`config.mk`:
```
export PLATFORM = sky130hd
export DESIGN_NAME = temp_logger_flat
export DESIGN_NICKNAME = d
export VERILOG_FILES = /design/src/rtl/temp_logger_if.sv /design/src/rtl/temp_logger.sv /design/src/flat_wrapper.sv
export SDC_FILE = /design/constraint.sdc
export NUM_CORES = 1
export LEC_CHECK = 0
export CORE_MARGIN = 5
export CORE_UTILIZATION = 45
export CTS_BUF_LIST = sky130_fd_sc_hd__clkbuf_16
export DETAILED_ROUTE_END_ITERATION = 10
export SYNTH_ARGS = -nofsm -noshare
export SYNTH_HDL_FRONTEND = slang
export SYNTH_SLANG_ARGS = --single-unit
```
`constraint.sdc`:
```
create_clock -name clk -period 4.63 [get_ports clk]
set_clock_uncertainty 0.15 [all_clocks]
set_input_delay 0.463 -clock clk [delete_from_list [all_inputs] [get_ports clk]]
set_output_delay 0.463 -clock clk [all_outputs]
set_load 0.02 [all_outputs]
```
`src/rtl/temp_logger_if.sv`:
```
// Byte-stream and read-request signals between temp_logger and its neighbours.
// The master drives received bytes and pop requests; the slave (logger) returns popped records.
interface temp_logger_if;
    logic [7:0]  rx_data;
    logic        rx_valid;
    logic        rx_parity_err;
    logic        rd_req;
    logic        rd_valid;
    logic [7:0]  rd_temp;
    logic [16:0] rd_time;

    modport master (
        output rx_data, rx_valid, rx_parity_err, rd_req,
        input  rd_valid, rd_temp, rd_time
    );

    modport slave (
        input  rx_data, rx_valid, rx_parity_err, rd_req,
        output rd_valid, rd_temp, rd_time
    );
endinterface

```
`src/rtl/temp_logger.sv`:
```
// Timestamped temperature logger: circular record buffer with min/max/alarm tracking.
// Define TEMP_LOGGER_AVG_EN to add a 4-sample running average on avg_temp.
module temp_logger #(
    parameter int unsigned DEPTH  = 16,
    parameter int unsigned ADDR_W = 4,
    parameter int unsigned CNT_W  = 8
) (
    input  logic              clk,
    input  logic              reset,
    temp_logger_if.slave      bus,
    input  logic [5:0]        seconds,
    input  logic [5:0]        minutes,
    input  logic [4:0]        hours,
    input  logic [7:0]        alarm_thresh,
    output logic [ADDR_W:0]   count,
    output logic              empty,
    output logic              full,
    output logic [7:0]        min_temp,
    output logic [7:0]        max_temp,
    output logic              alarm,
    output logic [CNT_W-1:0]  overrun_cnt,
    output logic [CNT_W-1:0]  err_cnt,
    output logic [7:0]        avg_temp
);

    // Record layout: {hours, minutes, seconds, temperature}
    logic [24:0]       mem [DEPTH];
    logic [ADDR_W-1:0] wr_ptr_q;
    logic [ADDR_W-1:0] rd_ptr_q;
    logic [ADDR_W:0]   count_q;
    logic              rd_valid_q;
    logic [7:0]        rd_temp_q;
    logic [16:0]       rd_time_q;
    logic [7:0]        min_q;
    logic [7:0]        max_q;
    logic              alarm_q;
    logic [CNT_W-1:0]  overrun_q;
    logic [CNT_W-1:0]  err_q;
    logic              wr;
    logic              rd;
    logic              bad;

    assign empty = (count_q == '0);
    assign full  = (count_q == (ADDR_W+1)'(DEPTH));
    assign wr    = bus.rx_valid & ~bus.rx_parity_err;
    assign bad   = bus.rx_valid & bus.rx_parity_err;
    assign rd    = bus.rd_req & ~empty;

    // Storage is not reset; only pointers define validity.
    always_ff @(posedge clk) begin
        if (wr) begin
            mem[wr_ptr_q] <= {hours, minutes, seconds, bus.rx_data};
        end
    end

    always_ff @(posedge clk or negedge reset) begin
        if (!reset) begin
            wr_ptr_q   <= '0;
            rd_ptr_q   <= '0;
            count_q    <= '0;
            rd_valid_q <= 1'b0;
            rd_temp_q  <= '0;
            rd_time_q  <= '0;
            min_q      <= 8'hFF;
            max_q      <= 8'h00;
            alarm_q    <= 1'b0;
            overrun_q  <= '0;
            err_q      <= '0;
        end else begin
            rd_valid_q <= rd;
            if (rd) begin
                rd_temp_q <= mem[rd_ptr_q][7:0];
                rd_time_q <= mem[rd_ptr_q][24:8];
            end
            if (wr) begin
                wr_ptr_q <= wr_ptr_q + ADDR_W'(1);
            end
            // A write into a full buffer drops the oldest record.
            if (rd || (wr && full)) begin
                rd_ptr_q <= rd_ptr_q + ADDR_W'(1);
            end
            if (wr && !rd && !full) begin
                count_q <= count_q + (ADDR_W+1)'(1);
            end else if (rd && !wr) begin
                count_q <= count_q - (ADDR_W+1)'(1);
            end
            if (wr && full && !rd && (overrun_q != '1)) begin
                overrun_q <= overrun_q + CNT_W'(1);
            end
            if (bad && (err_q != '1)) begin
                err_q <= err_q + CNT_W'(1);
            end
            if (wr) begin
                if (bus.rx_data < min_q) min_q <= bus.rx_data;
                if (bus.rx_data > max_q) max_q <= bus.rx_data;
                alarm_q <= (bus.rx_data >= alarm_thresh);
            end
        end
    end

`ifdef TEMP_LOGGER_AVG_EN
    logic [7:0] samp_q [4];
    logic [7:0] avg_q;
    logic [9:0] sum;

    // Average over the new sample plus the three most recent stored ones.
    always_comb begin
        sum = 10'(bus.rx_data) + 10'(samp_q[0]) + 10'(samp_q[1]) + 10'(samp_q[2]);
    end

    always_ff @(posedge clk or negedge reset) begin
        if (!reset) begin
            for (int i = 0; i < 4; i++) samp_q[i] <= '0;
            avg_q <= '0;
        end else if (wr) begin
            samp_q[0] <= bus.rx_data;
            samp_q[1] <= samp_q[0];
            samp_q[2] <= samp_q[1];
            samp_q[3] <= samp_q[2];
            avg_q     <= sum[9:2];
        end
    end

    assign avg_temp = avg_q;
`else
    assign avg_temp = 8'h00;
`endif

    assign bus.rd_valid = rd_valid_q;
    assign bus.rd_temp  = rd_temp_q;
    assign bus.rd_time  = rd_time_q;
    assign count        = count_q;
    assign min_temp     = min_q;
    assign max_temp     = max_q;
    assign alarm        = alarm_q;
    assign overrun_cnt  = overrun_q;
    assign err_cnt      = err_q;

endmodule

```
`src/flat_wrapper.sv`:
```
// flat-port wrapper written by rule: the top's interface ports become plain ports
module temp_logger_flat 
#(
    parameter int unsigned DEPTH  = 16,
    parameter int unsigned ADDR_W = 4,
    parameter int unsigned CNT_W  = 8
)
  (clk, reset, seconds, minutes, hours, alarm_thresh, count, empty, full, min_temp, max_temp, alarm, overrun_cnt, err_cnt, avg_temp, bus_rx_data, bus_rx_valid, bus_rx_parity_err, bus_rd_req, bus_rd_valid, bus_rd_temp, bus_rd_time);
  temp_logger_if bus_i ();
  input  logic clk;
  input  logic reset;
  input  logic [5:0] seconds;
  input  logic [5:0] minutes;
  input  logic [4:0] hours;
  input  logic [7:0] alarm_thresh;
  output logic [ADDR_W:0] count;
  output logic empty;
  output logic full;
  output logic [7:0] min_temp;
  output logic [7:0] max_temp;
  output logic alarm;
  output logic [CNT_W-1:0] overrun_cnt;
  output logic [CNT_W-1:0] err_cnt;
  output logic [7:0] avg_temp;
  input wire logic [$bits(bus_i.rx_data)-1:0] bus_rx_data;
  input wire logic [$bits(bus_i.rx_valid)-1:0] bus_rx_valid;
  input wire logic [$bits(bus_i.rx_parity_err)-1:0] bus_rx_parity_err;
  input wire logic [$bits(bus_i.rd_req)-1:0] bus_rd_req;
  output wire logic [$bits(bus_i.rd_valid)-1:0] bus_rd_valid;
  output wire logic [$bits(bus_i.rd_temp)-1:0] bus_rd_temp;
  output wire logic [$bits(bus_i.rd_time)-1:0] bus_rd_time;
  assign bus_i.rx_data = bus_rx_data;
  assign bus_i.rx_valid = bus_rx_valid;
  assign bus_i.rx_parity_err = bus_rx_parity_err;
  assign bus_i.rd_req = bus_rd_req;
  assign bus_rd_valid = bus_i.rd_valid;
  assign bus_rd_temp = bus_i.rd_temp;
  assign bus_rd_time = bus_i.rd_time;
  temp_logger #(.DEPTH(DEPTH), .ADDR_W(ADDR_W), .CNT_W(CNT_W)) u_core (.clk(clk), .reset(reset), .bus(bus_i), .seconds(seconds), .minutes(minutes), .hours(hours), .alarm_thresh(alarm_thresh), .count(count), .empty(empty), .full(full), .min_temp(min_temp), .max_temp(max_temp), .alarm(alarm), .overrun_cnt(overrun_cnt), .err_cnt(err_cnt), .avg_temp(avg_temp));
endmodule
```
# After elaboration in Yosys (flattened, before gate mapping)
# Memories as Yosys holds them, arrays and structs flattened. A register that Yosys moved wholly into a read port is not among the register bits.
# Cells that the tools add are included.
[totals]
output_inout_bits = 74
mem_bits_rw = 400
input_bits = 38
n_memories = 1
elab_cells = 47
reg_bits = 47
[classes]
bitwise = 5
order_cmp = 3
n_mux = 4
n_reduce_logical = 16
eq_ne = 3
add_sub_neg = 6
[mem_list]
columns = ["memory", "words", "width", "read_ports", "rd_clocked_by_memory_dff", "wr", "line_no", "source"]
rows = [
  ["u_core.mem", 16, 25, 1, 1, 1, "temp_logger.sv:27", "logic [24:0] mem [DEPTH];"],
]
[op_table]
columns = ["cell", "count"]
rows = [
  ["adder 8 x 1 -> 8 bit (second input constant)", 2],
  ["inequality test 8 bit (second input constant)", 2],
  ["2-to-1 mux 5 bit", 2],
  ["adder 4 x 1 -> 4 bit (second input constant)", 2],
  [">= comparator 8 bit", 1],
  ["> comparator 8 bit", 1],
  ["less-than comparator 8 bit", 1],
  ["logical AND 1 bit", 7],
  ["adder 5 x 1 -> 5 bit (second input constant)", 1],
  ["== test 5 bit (second input constant)", 1],
  ["zero test 5 bit", 1],
  ["subtractor 5 x 1 -> 5 bit (second input constant)", 1],
  ["zero test 1 bit", 4],
  ["AND reduction 2 bit", 2],
  ["AND 1 bit", 3],
  ["2-to-1 mux 1 bit", 2],
  ["NOT 1 bit", 2],
  ["nonzero test 2 bit", 1],
  ["logical OR 1 bit", 1],
]

# Logic depth before layout (Yosys ltp)
# Gate-level depths: netlist (run 1).
[logic_depth]
depth_word = 7
ltp_mapped = 10
mapped_depth_nobuf = 10

# Worst setup path before layout (run 1)
# Ideal clock, no wire load.
[synth_path]
path_kind = "register to register"
from = "register u_core.count_q[1], in the netlist u_core.count[1]"
to = "register u_core.count_q[3], in the netlist u_core.count[3]"
setup_time_ps = 125
required_ps = 4355
slack_ps = 1784
period_less_slack_ps = 2846
n_path_buf = 0
path_stages_with_launch = 11
arrival_ps = 2571
cell_sequence = "dfrtp_1 -> or4_4 -> o21ai_2 -> inv_2 -> nor3_4 -> inv_1 -> ha_1 -> a21oi_1 -> nand2_1 -> xor2_1 -> mux2_4"
[synth_between]
elab_chain_cells = 7
elab_cells_between_ends = 14
classes_between = "add/sub (2); eq/ne (1); mux (2); bitwise (2); reduce/logical (7)"
[synth_rtl]
columns = ["item", "line_no", "source"]
rows = [
  ["start, declared", "temp_logger.sv:30", "logic [ADDR_W:0] count_q;"],
  ["start signal, assigned", "temp_logger.sv:83", "count_q <= count_q + (ADDR_W+1)'(1);"],
  ["start signal, assigned", "temp_logger.sv:85", "count_q <= count_q - (ADDR_W+1)'(1);"],
  ["branches (longest 7 deep; another with subtractor 5 x 1 -> 5 bit)", "n/a", ""],
]
# Parallel ways; which one is timed is not known. The select of a mux whose other input is x is not followed.
# A chain may end at the register's enable or synchronous reset.

# Worst setup path in the final report (run 1)
[layout_path]
from = "register u_core.count_q[0], in the netlist u_core.count[0]"
to = "register u_core.count_q[3], in the netlist u_core.count[3]"
# The elaborated chain is that of the path after synthesis.

==> results of run 1 <==
[power groups by stage]
stage                     sequential, mW  clock [mW]  combinational [mW]
after floorplan                     5.68           0                2.36
after global placement              5.69           0                3.68
after detailed placement            5.70           0                3.70
after CTS                           5.62        3.78                3.73
after global routing                5.67        3.96                3.96
final                               5.59        3.69                3.64
[cells in the mapped netlist (2+ instances only)]
library cell	instances	share of area, %
clkbuf_1	16	0.32
ha_1	34	2.3
nand2b_1	5	0.17
nor3_1	5	0.13
buf_2	20	0.54
nor2_1	13	0.26
a211oi_1	2	0.080
nor2b_1	2	0.067
a21oi_1	34	0.91
xor2_1	8	0.37
inv_1	30	0.60
mux2_2	42	2.5
o21ai_0	4	0.11
nand2_1	21	0.42
xnor2_1	16	0.75
edfxtp_1	400	64
mux2_4	2	0.16
dfrtp_1	64	8.6
and2_1	17	0.57
buf_4	8	0.32
mux4_2	100	12
o22ai_1	50	1.7
dfstp_2	8	1.1
buf_1	5	0.10
mux2i_1	2	0.11
or3_1	2	0.067
nand4_1	8	0.27
a21o_1	2	0.080
nand3_1	9	0.24
and3_1	2	0.067
[worst max-delay path by stage]
stage                              end             from  cells past startpoint  slack [ns]
floorplan              u_core.count[3]  u_core.count[1]                     10        1.78
global placement    u_core.max_temp[7]   bus_rx_data[5]                      6        1.19
detailed placement  u_core.max_temp[7]   bus_rx_data[5]                      6        1.17
CTS                    u_core.count[3]  u_core.count[0]                     10        1.65
global route           u_core.count[3]  u_core.count[0]                     10        1.54
finish                 u_core.count[3]  u_core.count[0]                     10        1.67
[area by class of cell]
type / instances / area [um2] / share of cell area, %
Clock buffer: 51 / 1280 / 5.80
Clock inverter: 38 / 235 / 1.07
Inverter: 31 / 116 / 0.529
Multi-Input combinational cell: 402 / 4540 / 20.7
Sequential cell: 472 / 13800 / 62.9
Tap cell: 532 / 666 / 3.03
Timing Repair Buffer: 138 / 1320 / 6.00
[kinds of logic (layout without fill, tap and decap cells)]
kind of cell / count (synthesis) / count (layout) / synth area share, %
flip-flops: 472 / 472 / 73.9
adder cells (fa/ha/maj): 35 / 35 / 2.38
XOR/XNOR: 24 / 24 / 1.12
buffers and inverters: 80 / 258 / 1.90
AO/OA/AOI/OAI: 99 / 99 / 3.23
AND/OR/NAND/NOR: 90 / 90 / 2.55
multiplexers: 146 / 146 / 14.8
other: 1 / 8 / 0.0201
[sequential cells by signal (all words and copies together) (netlist names)]
| name | count |
|---|---|
| u_core.count | 5 |
| u_core.min_temp | 8 |
| u_core.rd_ptr_q | 4 |
| u_core.overrun_cnt | 8 |
| u_core.alarm | 1 |
| u_core.err_cnt | 8 |
| u_core.bus.rd_temp | 8 |
| u_core.bus.rd_valid | 1 |
| u_core.mem | 400 |
| u_core.max_temp | 8 |
| u_core.bus.rd_time | 17 |
| u_core.wr_ptr_q | 4 |
[critical path, cell delays in order (launching register included)]
cell     delay [ns]
dfrtp_1        0.45
or4_4          0.55
o21ai_2        0.18
inv_2          0.09
nor3_4         0.27
inv_1          0.14
ha_1           0.35
a21oi_1        0.19
nand2_1        0.09
xor2_1         0.14
mux2_4         0.26
[placed cells by master, fill, tap and decap left out, drive strengths merged, types with 9 or more instances in the layout]
master,instances
clkdlybuf4s50,102
edfxtp,400
mux4,100
nand2,21
dfrtp,64
mux2,44
clkbuf,51
a21oi,34
nor2,14
ha,34
and2,17
o22ai,50
inv,46
xnor2,16
clkinv,19
buf,35
nand3,9
[routing by layer]
layer  share of wire [%]  track usage, %  wire length (um)
met3                 5.3            3.28              2150
met4                 1.6            3.60               664
met5                   0               0                 0
met1                  43            24.9             17300
met2                  50            30.3             20200
==> metrics, run 1 <==
Die H about 210 um; share of layout cells above drive strength 1 between 20% and 30%; highest clock rate about 340 MHz; first-pass GRT wire length approximately 62 mm; Layout Utilization between 50 and 60%; Sw Share ~30%; IO Count about 110; Chip Width roughly 210 um; deepest clock path buffer count 3; largest net degree at the start of global routing 53; setup TNS 0 ns; tightest hold margin between 0.3 and 0.4 ns; final hold vios 0; H-tree Lvls 2; Flop pwr share between 40% and 50%; Pwr Density approximately 600 mW/mm2; initial core utilization 45.7%; crit-path max FO 6; Tot GR Track Use between 10% and 20%; worst-skew pair later-pin latency 0.55 ns; wire per inst 24.2 um; post-cts repair resize count 0; Net Switching around 3.8 mW; worst-margin pin slew between 0.8 and 0.9 ns; ys flop type edfxtp_1; Cells after DPL 1,574; Worst setup EP type flip-flop; relative slew slack about 42%; Synth async-reset ratio between 10% and 20%; leakage dissipation between 7 and 8 nW; floorplan core area approximately 0.041 mm2; r2r endpoint u_core.count[3]; Syn Inst Count roughly 950; Critical Path AT between 3 and 4 ns; die area about 0.046 mm2; # setup viols final 0; Post-CTS Hold Buffers 1; Port Buffers slightly above 100; antenna violations before repair 0; HP Class in -> async; r2r worst-path depth 10; Synth-to-Final Area Change 17.6%; worst setup path category reg -> reg; Cell Int Power around 9.1 mW; # DRC 0; Reg-to-Reg Start u_core.count[0]; Placed Area about 0.020 mm2; CTS Root Cell clkbuf_16; Initial DRT Pass Iterations 4; max cap viols 0; Setup WS post-layout approximately 1.7 ns; R2R Setup Slk between 1.5 and 2 ns; DRT iter0 DRCs 668; Yosys cell types 46; synth warn 0; global route overflow 0; vias in the first global route around 10,000; Pwr Total about 13 mW; Nets 1,168; Slew Limit Fails 0; register area share after synthesis between 70 and 80%; status finished, final reports clean; synthesized area 0.0187 mm2; Final min period roughly 3 ns; Synth Area per Inst a little under 20 um2; # rows between 70 and 80; clk slew on worst S/H paths roughly 0.06 ns; CTS buffer count 50; flops & latches, synth approximately 470; CP startpoint kind flip-flop; DRT Wirelength roughly 40 mm; Non-Filler Instances around 1,700; RSZ-0062 raised after global routing false; Final Wtd Congestion 0.735; Logic pwr share between 20% and 30%; clock tree sinks roughly 470; DRT antenna net count 0; FILL cells between 3,000 and 4,000; Clk network pwr share between 20 and 30%; DR vias a little over 9,000; Design Area, Final about 0.022 mm2; Crit path required time roughly 4.9 ns; pre-CTS setup slack around 1.2 ns; VDD IR max ~0.00031 V; Via density between 5 and 6; HPWL after detailed placement around 22 mm; crit share post-route between 60% and 70%; CTS tree yes; Post-CTS Setup Bufs 0; Post-synth EDFFs 400; Diodes inserted 0
Power figures use the tool's default switching activity.
==> inputs of run 2 (changes only) <==
==> constraint.sdc (replaced) <==
create_clock -name clk -period 2.91 [get_ports clk]
set_clock_uncertainty 0.15 [all_clocks]
set_input_delay 0.291 -clock clk [delete_from_list [all_inputs] [get_ports clk]]
set_output_delay 0.291 -clock clk [all_outputs]
set_load 0.02 [all_outputs]
==> run 2 against run 1 <==
Hold slack worse by 0.21 ns. Power is 60% higher. Cell area is 1.6% higher. Largest power group unchanged. Critical endpoint is now empty. Largest cell class unchanged. Register-to-register slack worse by 1.5 ns.
==> metrics, run 2 (synthesized netlist as in run 1, its figures left out) <==
Via density 5.57 (-0.65%); met3 GRT Util 3.72% (+0.44 points); met2 usage 30.5% (+0.18 points); Crit path required time 2.47 ns (-2.44 ns); crit share post-route 94.1%; H-tree Lvls 2 (unchanged); Reg-to-Reg Start u_core.count[1]; Non-Filler Instances 1,688 (+1.4%); status finished, final reports clean; Setup WS post-layout 0.172 ns (-1.49 ns); first-pass GRT wire length 62.5 mm (+1.7%); worst-margin pin slew 0.781 ns (-0.0693 ns); Critical Path AT 2.30 ns (-0.94 ns); setup TNS 0 ns (unchanged); DRT Wirelength 40.7 mm (+1.1%); deepest clock path buffer count 3 (unchanged); Initial DRT Pass Iterations 5 (+1); max reg flops 400 (unchanged); Slew Limit Fails 0 (unchanged); Tot GR Track Use 18.3% (+0.30 points); initial core utilization 45.7% (unchanged); Pwr Density 925 mW/mm2 (+57%); Worst setup EP type output port; GRT busiest layer met2; HPWL after detailed placement 23.8 mm (+9.6%); Die H 214 um (unchanged); RSZ-0062 raised after global routing false; largest net degree at the start of global routing 53 (unchanged); most flop-heavy register u_core.mem; vias in the first global route 10,200 (+2.3%); commonest non-fill, non-tap cell in the layout edfxtp_1; R2R Setup Slk 0.17 ns (-1.49 ns); DR vias 9,405 (+0.78%); HP Class in -> async; Synth-to-Final Area Change 19.5%; crit-path max FO 2 (-4); floorplan core area 0.0409 mm2 (unchanged); Nets 1,189 (+1.8%); delay-heaviest family, CP simple AND/OR/NAND/NOR gates; clock tree sinks 472 (unchanged); Port Buffers 103 (unchanged); VDD IR max 0.000466 V (+51%); IO Count 112 (unchanged); CTS buffer count 49 (-2.0%); wire per inst 24.1 um (-0.34%); CP max stage cell clkdlybuf4s50_1; # setup viols final 0 (unchanged); CP startpoint kind flip-flop; Chip Width 214 um (unchanged); worst-skew pair later-pin latency 0.57 ns (+0.02 ns); share of layout cells above drive strength 1 24.6% (+1.8 points); most frequent cells in the layout 400 x edfxtp_1, 101 x clkdlybuf4s50_1, 100 x mux4_2; die area 0.0457 mm2 (unchanged); final hold vios 0 (unchanged); global route overflow 0 (unchanged); pre-CTS setup slack 0.158 ns (-1.01 ns); DRT iter0 DRCs 717 (+7.3%); max cap viols 0 (unchanged); max incr delay on CP 0.64 ns (+0.09 ns); footprint of the multi-input gates 0.00455 mm2 (+0.17%); # DRC 0 (unchanged); worst setup path category reg -> out; Layout Utilization 54.6% (+0.86 points); clk slew on worst S/H paths 0.05 ns (about the same); leakage dissipation 7.68 nW (+2.3%); worst path cell trace or4_4 > nor2_1 > clkdlybuf4s50_1; FF+latch area 0.0138 mm2 (unchanged); highest clock rate 365 MHz; antenna violations before repair 0 (unchanged); CTS tree yes; DRT antenna net count 0 (unchanged); tightest hold margin 0.110 ns (-0.213 ns); origin of the worst setup path u_core.count[1]; Diodes inserted 0 (unchanged); # rows 74 (unchanged); FILL cells 3,222 (-1.1%); CTS Root Cell clkbuf_16; Cells after DPL 1,596 (+1.4%); relative slew slack 47.1% (+4.7 points); Crit path buffers/inverters 1 (-1); Final Wtd Congestion 0.784 (+6.7%); grt met1 use 25.1% (+0.20 points); Final min period approximately 2.7 ns
## run 2: changes by cell type in the layout (fill, tap and decap cells not counted), sizes merged
cell,delta
buf,+22
bufinv,-2
clkdlybuf4s50,-1
clkinv,+6
clkinvlp,-1
dlymetal6s2s,+1
inv,-1
## run 2: final timing paths
kind,end,depth (start not counted)
max,empty,3
min,u_core.overrun_cnt[0],2
max reg2reg,u_core.count[4],11
min reg2reg,u_core.overrun_cnt[7],1
max in group asynchronous,u_core.min_temp[7],3
min in group clk,u_core.overrun_cnt[7],1
## run 2: repair_timing
item	4_1_cts	5_1_grt
endpoints found under the setup margin	0	2
hold endpoints to repair	53	0
hold buffers	1	0
resized for setup	0	3
setup buffers	0	0
## run 2: power by group
part	internal, mW	switching [mW]
Sequential	8.12	0.578
Clock	3.24	2.49
Combinational	3.20	3.04
Total	14.6	6.10
## run 2: area by class of cell
class,count,area share [%]
clock buffers,51,5.71
clock inverters,40,0.896
inverters,31,0.521
multi-input cells,402,20.4
flip-flops and latches,472,61.9
well taps,532,2.98
repair buffers,160,7.61
## run 2: per-stage QoR
step	cell area (um2)	total power [mW]
after CTS	22300	21.0
after floorplan	18700	12.8
after global routing	22300	21.7
after global placement	20800	15.1
after detailed placement	20800	15.2
final	22300	20.7
## run 2: layer usage
metal / up-vias / part of all wire, %
met4: 0 / 1.7
met3: 54 / 5.7
met5: - / 0
met2: 244 / 50
met1: 4951 / 43
li1: 4156 / -
